File: config.mk
export PLATFORM = sky130hd
export DESIGN_NAME = forward_hazard_unit
export DESIGN_NICKNAME = d
export VERILOG_FILES = /design/src/rtl/forward_hazard_unit.sv
export SDC_FILE = /design/constraint.sdc
export NUM_CORES = 1
export LEC_CHECK = 0
export BUFFER_PORTS_ARGS = -buffer_cell sky130_fd_sc_hd__buf_2
export CORE_ASPECT_RATIO = 1.2
export CORE_MARGIN = 2
export CORE_UTILIZATION = 50
export DETAILED_ROUTE_END_ITERATION = 12
export GPL_ROUTABILITY_DRIVEN = 0
export PLACE_DENSITY = 0.76
export SLEW_MARGIN = 20
export SYNTH_ARGS = -nofsm -noshare
export SYNTH_HDL_FRONTEND = slang
export SYNTH_SLANG_ARGS = --single-unit
export TNS_END_PERCENT = 1
File: constraint.sdc
create_clock -name clock -period 4.2 [get_ports clock]
set_input_delay 0.84 -clock clock [delete_from_list [all_inputs] [get_ports clock]]
set_output_delay 0.84 -clock clock [all_outputs]
set_load 0.05 [all_outputs]
File: src/rtl/forward_hazard_unit.sv
// EX-stage forwarding selector generation and load-use stall control.
// Shadows the destinations of in-flight instructions to pick the freshest operand source.
module forward_hazard_unit #(
  parameter int REG_BITS = 5
) (
  input  logic                clock,
  input  logic                reset_n,
  input  logic                id_valid,
  input  logic [REG_BITS-1:0] id_rs,
  input  logic [REG_BITS-1:0] id_rt,
  input  logic [REG_BITS-1:0] id_dest,
  input  logic                id_reg_write,
  input  logic                id_mem_read,
  input  logic                flush,
  input  logic                mem_wait,
  output logic [1:0]          fwd_a_sel,
  output logic [1:0]          fwd_b_sel,
  output logic                stall,
  output logic                freeze
);

  typedef enum logic {RUN, LOAD_STALL} state_e;

  localparam logic [1:0] SEL_RF  = 2'b00;
  localparam logic [1:0] SEL_WB  = 2'b01;
  localparam logic [1:0] SEL_ALU = 2'b10;

  state_e state_q, state_d;

  logic                ex_valid_q, ex_valid_d;
  logic [REG_BITS-1:0] ex_dest_q, ex_dest_d;
  logic                ex_reg_write_q, ex_reg_write_d;
  logic                ex_mem_read_q, ex_mem_read_d;

  // The WB stage is not shadowed: a WB producer never forwards and never stalls,
  // and a MEM-stage load no longer needs a stall, so MEM keeps no load flag.
  logic                mem_valid_q, mem_valid_d;
  logic [REG_BITS-1:0] mem_dest_q, mem_dest_d;
  logic                mem_reg_write_q, mem_reg_write_d;

  logic [1:0] fwd_a_sel_q, fwd_a_sel_d;
  logic [1:0] fwd_b_sel_q, fwd_b_sel_d;

  logic ex_hit_rs, ex_hit_rt, mem_hit_rs, mem_hit_rt;
  logic load_use, bubble;

  function automatic logic stage_match(input logic v, input logic rw,
                                       input logic [REG_BITS-1:0] dest,
                                       input logic [REG_BITS-1:0] src);
    return v & rw & (dest == src) & (src != '0);
  endfunction

  function automatic logic [1:0] pick_sel(input logic ex_hit, input logic mem_hit);
    if (ex_hit) begin
      return SEL_ALU;
    end else if (mem_hit) begin
      return SEL_WB;
    end
    return SEL_RF;
  endfunction

  assign ex_hit_rs  = stage_match(ex_valid_q, ex_reg_write_q, ex_dest_q, id_rs);
  assign ex_hit_rt  = stage_match(ex_valid_q, ex_reg_write_q, ex_dest_q, id_rt);
  assign mem_hit_rs = stage_match(mem_valid_q, mem_reg_write_q, mem_dest_q, id_rs);
  assign mem_hit_rt = stage_match(mem_valid_q, mem_reg_write_q, mem_dest_q, id_rt);

  assign load_use = ex_valid_q & ex_mem_read_q & (ex_hit_rs | ex_hit_rt) & id_valid & ~flush;
  assign stall    = load_use & (state_q == RUN) & ~mem_wait;
  assign freeze   = mem_wait;
  assign bubble   = stall | flush | ~id_valid;

  assign fwd_a_sel = fwd_a_sel_q;
  assign fwd_b_sel = fwd_b_sel_q;

  always_comb begin
    state_d = state_q;
    unique case (state_q)
      RUN:        if (stall) state_d = LOAD_STALL;
      LOAD_STALL: state_d = RUN;
      default:    state_d = RUN;
    endcase

    mem_valid_d     = ex_valid_q;
    mem_dest_d      = ex_dest_q;
    mem_reg_write_d = ex_reg_write_q;

    ex_valid_d     = 1'b0;
    ex_dest_d      = '0;
    ex_reg_write_d = 1'b0;
    ex_mem_read_d  = 1'b0;
    fwd_a_sel_d    = SEL_RF;
    fwd_b_sel_d    = SEL_RF;
    if (!bubble) begin
      ex_valid_d     = 1'b1;
      ex_dest_d      = id_dest;
      ex_reg_write_d = id_reg_write;
      ex_mem_read_d  = id_mem_read;
      fwd_a_sel_d    = pick_sel(ex_hit_rs, mem_hit_rs);
      fwd_b_sel_d    = pick_sel(ex_hit_rt, mem_hit_rt);
    end
  end

  // A busy data memory freezes the whole pipeline, so nothing here advances.
  always_ff @(posedge clock or negedge reset_n) begin
    if (!reset_n) begin
      state_q         <= RUN;
      ex_valid_q      <= 1'b0;
      ex_dest_q       <= '0;
      ex_reg_write_q  <= 1'b0;
      ex_mem_read_q   <= 1'b0;
      mem_valid_q     <= 1'b0;
      mem_dest_q      <= '0;
      mem_reg_write_q <= 1'b0;
      fwd_a_sel_q     <= SEL_RF;
      fwd_b_sel_q     <= SEL_RF;
    end else if (!mem_wait) begin
      state_q         <= state_d;
      ex_valid_q      <= ex_valid_d;
      ex_dest_q       <= ex_dest_d;
      ex_reg_write_q  <= ex_reg_write_d;
      ex_mem_read_q   <= ex_mem_read_d;
      mem_valid_q     <= mem_valid_d;
      mem_dest_q      <= mem_dest_d;
      mem_reg_write_q <= mem_reg_write_d;
      fwd_a_sel_q     <= fwd_a_sel_d;
      fwd_b_sel_q     <= fwd_b_sel_d;
    end
  end

endmodule
==> metrics.sh, run 1 <==
STATUS='complete, no violations'
PLACEMENT_ROWS=18
SYN-INSTANCE-COUNT=92
DRT_PASS1_ITERATIONS=4
MOST_FREQUENT_STANDARD_CELL_IN_THE_LAYOUT_EXCLUDING_FILL_AND_TAP_CELLS='sky130_fd_sc_hd__buf_2'
POST_SYNTH_FA_HA_MAJ_AREA_FRACTION_PCT=0
CLOCK_TREE.HTREE_LEVEL_COUNT=1
TOP_PORTS=28
DRIVE_ABOVE_1_SHARE_PCT=41.18
MAX_FREQ_MHz=310.1
POST_DRT_WL_PER_CELL_UM=14.96
PWR_CELL_AREA_nW_PER_UM2=310.9
CRIT_CELLS=7
FILLERS=186
VIAS_PER_CELL=5.978
SLEW-LIMIT-HEADROOM_PCT=59.06
CORE_UM2=2027
CLK_PIN_SLEW_WORST_PATHS_PS=110
SYNTH_EDF_COUNT=0
PATH_DELAY_FAMILY='simple AND/OR/NAND/NOR gates'
TRITONCTS.NUM_BUFFERS=3
PLACE.DETAILED.HPWL_MM=1.632
WORST_PATH_MAX_DELAY_CELL='sky130_fd_sc_hd__or4_1'
NUMPORTBUFFERS=27
FIRST_GLOBAL_VIAS=795
DIE_AREA_UM2=2505
CRITICAL_PATH_BUF_INV_COUNT=2
YS_SEQ_ELEMENTS=20
CLOCK_TREE_FROM_TRITONCTS='done'
POST_SYNTH_XOR_AREA_FRACTION_PCT=16.53
GRT_ANTENNA_BEFORE_REPAIR=0
POST_SYNTH.CELL_AREA_AVG_UM2=11.52
CTS-HOLD-FIX-BUFFERS=0
CP_LAUNCH_TYPE='input pin'
GRT_START_MAX_NET_PINS=24
TIGHTEST_SLEW_PS=611.4
DETAIL_ROUTE_ANTENNA_NETS=0
SETUP.WORST_PATH.CLASS='in2out'
REMAINING_DRCS=0
ROUTED_WL_MM=2.079
SYNTH_SEQUENTIAL_AREA_RATIO_PCT=47.23
LAYOUT_COMMON_CELLS='sky130_fd_sc_hd__buf_2, sky130_fd_sc_hd__dfrtp_1, sky130_fd_sc_hd__xnor2_1'
GRT_USE_TOTAL_PCT=19.37
SYNTH_COMPOUND_GATE_AREA_SHARE_PCT=12.51
CTS_ROOT_BUF='sky130_fd_sc_hd__clkbuf_4'
DIODES=0
INITIAL_CORE_UTIL_PCT=52.28
CLOCK_SINK_TOTAL=20
SYNTH_AREA_LEADERS='sky130_fd_sc_hd__dfrtp_1, sky130_fd_sc_hd__xnor2_1, sky130_fd_sc_hd__a32o_2'
WORSTREGTOREGCELLS=5
GRT_PASS1_WL_MM=3.429
PATH_CELLS='buf_2, or4_1, nor2_1, or4_4, a21o_1, nor2_1, buf_2'
MIN_PERIOD_PS=3225
FINALPOWER_W=0.0003824
SYNTH.TOP_CELL.AREA_SHARE_PCT=47.23
CRITPATHCAPTURETYPE='primary output'
YOSYSTOPAREACELL='sky130_fd_sc_hd__dfrtp_1'
TOTALNEGATIVESETUPSLACK_PS=0
SYNTH_TOP_FLOP_CELL='sky130_fd_sc_hd__dfrtp_1'
FINCLKSKEW_PS=3.321
DIE_Y_UM=54.43
NETLIST-CELL-TYPE-COUNT=24
GRT_SETUP_UNREPAIRED='no'
ASYNC_FLOP_SHARE_PCT=100.0
LAYOUT_WORST_PATH_CYCLE_SHARE_PCT=76.79
FRACTION_OF_SYNTHESIZED_AREA_IN_MULTIPLEXERS_PCT=7.438
DRT-INITIAL-DRC-COUNT=14
CRITICAL_PATH_REQUIRED_PS=3360
MAX_STAGE_DELAY_PS=530
DRV.MAX_CAP_VIOLATION_COUNT=0
VDD_IR_DROP_MAX_mV=0.2599
FINAL-SETUP-VIOL-COUNT=0
MAPPEDNETLISTNETS=114
COMBINATIONAL_FAMILY_WITH_THE_MOST_AREA_AFTER_SYNTHESIS='XOR/XNOR gates'
CP_MAX_FO=10
DIEWIDTH_UM=46.03
YS.WARNINGS.COUNT=0
AREA_GROWTH_SYN_TO_LAYOUT_PCT=16.06
FINAL_NET_COUNT=142
CTS_RESIZED=0
CRIT_ARRIVAL_PS=2390
POST_SYNTH_INSTANCE_AREA_UM2=1060
SLEW_VIOL_FINAL=0
SIMPLE_GATE_SHARE_OF_THE_SYNTHESIZED_AREA_PCT=13.81
DR_TOTAL_VIAS=831
POST_CTS_REPAIR_SETUP_BUFFERS=0
CLOCKBUFFERDEPTH=2
OVERFLOW_LEFT_AFTER_GLOBAL_ROUTING=0
CLOCK_INSERTION_DELAY_WORST_SKEW_PS=300
FINALHOLDVIOLATIONS=0
P_LEAK_nW=0.6103
HOLD_REMOVAL_PATH_CLASS='in2async'
==> layer usage <==
metal / part of all wire (%) / wire length, um / vias to the layer above / track usage (%)
met3: 3.9 / 82 / 4 / 3.960
met4: 1.1 / 23 / 0 / 5.714
met1: 44 / 922 / 411 / 23.74
met2: 51 / 1051 / 24 / 33.80
met5: 0 / 0 / - / 0
li1: - / - / 392 / -
==> cell families after synthesis <==
logic type / count (synthesis)
simple gates: 26
xor+xnor: 20
flops: 20
compound gates: 15
mux: 7
buf+inv: 4
==> power breakdown <==
part	switching [W]	internal, W
registers	0.0000112	0.000202
clock network	0.0000576	0.0000529
logic	0.0000282	0.0000302
==> through the flow <==
stage	hold slack (ps)	utilization [%]	instances	worst slack, ps	area (um2)
finish	463.0	60.68	139	975.0	1230
global route	477.6	60.68	139	897.8	1230
CTS	471.7	60.68	139	977.5	1230
detailed placement	463.2	58.89	135	977.5	1194
global placement	449.7	58.89	135	1031	1194
floorplan	441.2	-	92	899.9	1060
==> state kept, by name, indices dropped and copies added, names as in the netlist <==
signal and cells:
ex_reg_write_q 1, ex_valid_q 1, state_q 1, fwd_b_sel 2, ex_dest_q 5, ex_mem_read_q 1
mem_reg_write_q 1, mem_dest_q 5, mem_valid_q 1, fwd_a_sel 2
==> layout make-up <==
cell class / instances / area, um2 / share of cell area [%]
clock buffer: 4 / 36.28 / 2.950
multi-input combinational: 68 / 533.0 / 43.34
sequential: 20 / 500.5 / 40.69
tap: 20 / 25.02 / 2.035
timing repair buffer: 27 / 135.1 / 10.99
==> cell usage after synthesis, drive strengths merged, types with 2 or more instances <==
cell type / instances
a32o: 7
buf: 3
dfrtp: 20
mux2: 7
nand2: 9
nand3: 2
nand4: 2
nor2: 4
nor4: 2
o21ai: 4
or4: 4
xnor2: 11
xor2: 9
==> final timing paths <==
kind	start	to	slack (ps)
max in group asynchronous	reset_n	ex_dest_q[1]	3430
setup reg to reg	ex_dest_q[3]	ex_reg_write_q	2270
hold reg to reg	fwd_a_sel[0]	fwd_a_sel[0]	480
setup / recovery	id_rs[2]	stall	970
min in group clock	fwd_a_sel[0]	fwd_a_sel[0]	480
hold / removal	reset_n	mem_dest_q[0]	460
(Power assumes the default switching activity.)
==> run 2, diff against run 1 <==
Clock period 4.2 ns to 3 ns, I/O delays scaled along.
==> run 2 against run 1 <==
Against the previous run:
- power up 40%
- global-route usage shrank 0.49 points
- critical endpoint unchanged
- die area unchanged
- count of clock-buffer cells in the layout did not move
- highest routed layer unchanged
- hold slack lost 240 ps
- non-clock buffer count up 2
- critical path depth down 1
- routed wire length up 0.58%
==> metrics.sh, run 2 (same netlist as run 1, synthesis figures left out) <==
CP_LAUNCH_TYPE='register'
FINCLKSKEW_PS=4.501  # +1.180 ps
INTPOWER_W=0.0004000  # +40%
DRT-INITIAL-DRC-COUNT=30  # +16
PATH_CELLS='xnor2_1, nand4_1, or4_4, a21o_1, nor2_1, buf_2'
PLACE.DETAILED.HPWL_MM=1.613  # -1.2%
FINAL-SETUP-VIOL-COUNT=0  # unchanged
CLOCK_SINK_TOTAL=20  # unchanged
CTS_ROOT_BUF='sky130_fd_sc_hd__clkbuf_4'
GRT_START_MAX_NET_PINS=24  # unchanged
MOST_FREQUENT_STANDARD_CELL_IN_THE_LAYOUT_EXCLUDING_FILL_AND_TAP_CELLS='sky130_fd_sc_hd__buf_2'
DIEWIDTH_UM=46.03  # unchanged
INITIAL_CORE_UTIL_PCT=52.28  # unchanged
POST_CTS_REPAIR_SETUP_BUFFERS=0  # unchanged
OVERFLOW_LEFT_AFTER_GLOBAL_ROUTING=0  # unchanged
LAYOUT_COMMON_CELLS='sky130_fd_sc_hd__buf_2, sky130_fd_sc_hd__dfrtp_1, sky130_fd_sc_hd__xnor2_1'
GRT_SETUP_UNREPAIRED='no'
SEQ_AREA_UM2=500.5  # unchanged
P_LEAK_nW=0.6198  # +1.5%
SWSHARE_PCT=25.10  # -0.29 points
VIAS_PER_CELL=5.865  # -1.9%
DRT_PASS1_ITERATIONS=4  # unchanged
FILLERS=167  # -10%
DIODES=0  # unchanged
CRIT_ARRIVAL_PS=2070  # -320 ps
REMAINING_DRCS=0  # unchanged
FINAL_NET_COUNT=144  # +1.4%
TRITONCTS.NUM_BUFFERS=3  # unchanged
DRV.MAX_CAP_VIOLATION_COUNT=0  # unchanged
NUMPORTBUFFERS=27  # unchanged
AREA_GROWTH_SYN_TO_LAYOUT_PCT=17.47
FIRST_GLOBAL_VIAS=794  # -0.13%
ROUTED_WL_MM=2.091  # +0.58%
CRITICAL_PATH_REQUIRED_PS=2400  # -960 ps
CLOCKBUFFERDEPTH=2  # unchanged
CLOCK_TREE.HTREE_LEVEL_COUNT=1  # unchanged
POWER.SHARE.COMBINATIONAL_PCT=15.5  # +0.2 points
DETAIL_ROUTE_ANTENNA_NETS=0  # unchanged
CTS-HOLD-FIX-BUFFERS=0  # unchanged
CTS_RESIZED=0  # unchanged
CLOCK_INSERTION_DELAY_WORST_SKEW_PS=290  # about the same
MIN_PERIOD_PS=2667
CRITPATHCAPTURETYPE='primary output'
TOP_PORTS=28  # unchanged
TOTAL_SWITCHING_POWER_W=0.0001340  # +38%
SETUP.WORST_PATH.CLASS='reg2out'
CLOCK_TREE_FROM_TRITONCTS='done'
DIE_AREA_UM2=2505  # unchanged
REG.LARGEST.LIST='ex_dest_q x5, mem_dest_q x5'
POST_DRT_WL_PER_CELL_UM=14.83  # -0.85%
SHARE_CLK_OF_TOTAL_POWER_PCT=28.5  # -0.4 points
DIE_Y_UM=54.43  # unchanged
TIGHTEST_SLEW_PS=431.6  # -179.8 ps
VDD_IR_DROP_MAX_mV=0.3026  # +16%
LAYOUT.CORE_UTILIZATION_PCT=61.42  # +0.74 points
MAX_STAGE_DELAY_PS=450  # -80 ps
CP_MAX_FO=4  # -6
DR_TOTAL_VIAS=827  # -0.48%
HOLD_REMOVAL_PATH_CLASS='in2async'
CLK_PIN_SLEW_WORST_PATHS_PS=110  # about the same
GRT_USE_TOTAL_PCT=18.88  # -0.49 points
REGTOREGSETUPSLACK_PS=1050  # -1220 ps
FINALHOLDVIOLATIONS=0  # unchanged
SLEW_VIOL_FINAL=0  # unchanged
PLACEMENT_ROWS=18  # unchanged
SLEW-LIMIT-HEADROOM_PCT=71.23  # +12 points
MAX_FREQ_MHz=375.0
STATUS='complete, no violations'
GRT_ANTENNA_BEFORE_REPAIR=0  # unchanged
PWR_CELL_AREA_nW_PER_UM2=429.0  # +38%
SEQUENTIALPOWERSHARE_PCT=56.0  # +0.2 points
MULTI_INPUT_AREA_UM2=533.0  # unchanged
LAYOUT_WORST_PATH_CYCLE_SHARE_PCT=88.89
GRT_PASS1_WL_MM=3.374  # -1.6%
WORST_PATH_MAX_DELAY_CELL='sky130_fd_sc_hd__dfrtp_1'
CORE_UM2=2027  # unchanged
DRIVE_ABOVE_1_SHARE_PCT=42.15  # +0.97 points
TOTALNEGATIVESETUPSLACK_PS=0  # unchanged
[run 2: changes by cell type in the layout (fill, tap and decap cells not counted), sizes merged]
cell  previous run  this run
buf             27        29
[run 2: final cells by class]
type | count | area share [%]
flip-flops and latches | 20 | 40.20
clock buffers | 4 | 2.915
well taps | 20 | 2.010
repair buffers | 29 | 12.06
multi-input cells | 68 | 42.81
[run 2: path summary, 6_finish.rpt]
path / startpoint / depth (start not counted) / endpoint
setup / recovery: ex_dest_q[1] / 6 / stall
hold reg to reg: fwd_a_sel[0] / 2 / fwd_a_sel[0]
min in group clock: fwd_a_sel[0] / 2 / fwd_a_sel[0]
hold / removal: reset_n / 1 / mem_dest_q[0]
setup reg to reg: ex_dest_q[1] / 6 / ex_mem_read_q
max in group asynchronous: reset_n / 1 / state_q
[run 2: metal layers]
metal,share of wire (%),up-vias,track usage [%]
met5,0,-,0
li1,-,395,-
met2,53,24,33.33
met4,1.1,0,10.00
met3,3.8,4,1.980
met1,42,404,22.01
[run 2: critical path, delay by kind of cell (launching register included)]
kind	cells	cell delay [ps]
AO/OA/AOI/OAI	1	210
flip-flops	1	450
AND/OR/NAND/NOR	3	640
buffers and inverters	1	260
XOR/XNOR	1	200
[run 2: power by group through the flow]
stage / clock, W / sequential (W) / combinational (W)
finish: 0.000152 / 0.000299 / 0.0000828
global route: 0.000164 / 0.000301 / 0.0000910
CTS: 0.000156 / 0.000299 / 0.0000832
detailed placement: 0 / 0.000304 / 0.0000822
global placement: 0 / 0.000304 / 0.0000790
floorplan: 0 / 0.000300 / 0.0000508
[run 2: through the flow]
stage	instance area (um2)	std cells	setup slack [ps]	hold slack, ps	total power [W]
6_report	1245	141	333.3	219.0	0.0005340
5_1_grt	1245	141	211.8	248.0	0.0005562
4_1_cts	1245	141	314.3	233.3	0.0005381
3_5_place_dp	1209	137	392.7	457.6	0.0003864
3_3_place_gp	1209	137	445.5	452.0	0.0003826
2_1_floorplan	1060	92	179.9	304.4	0.0003504
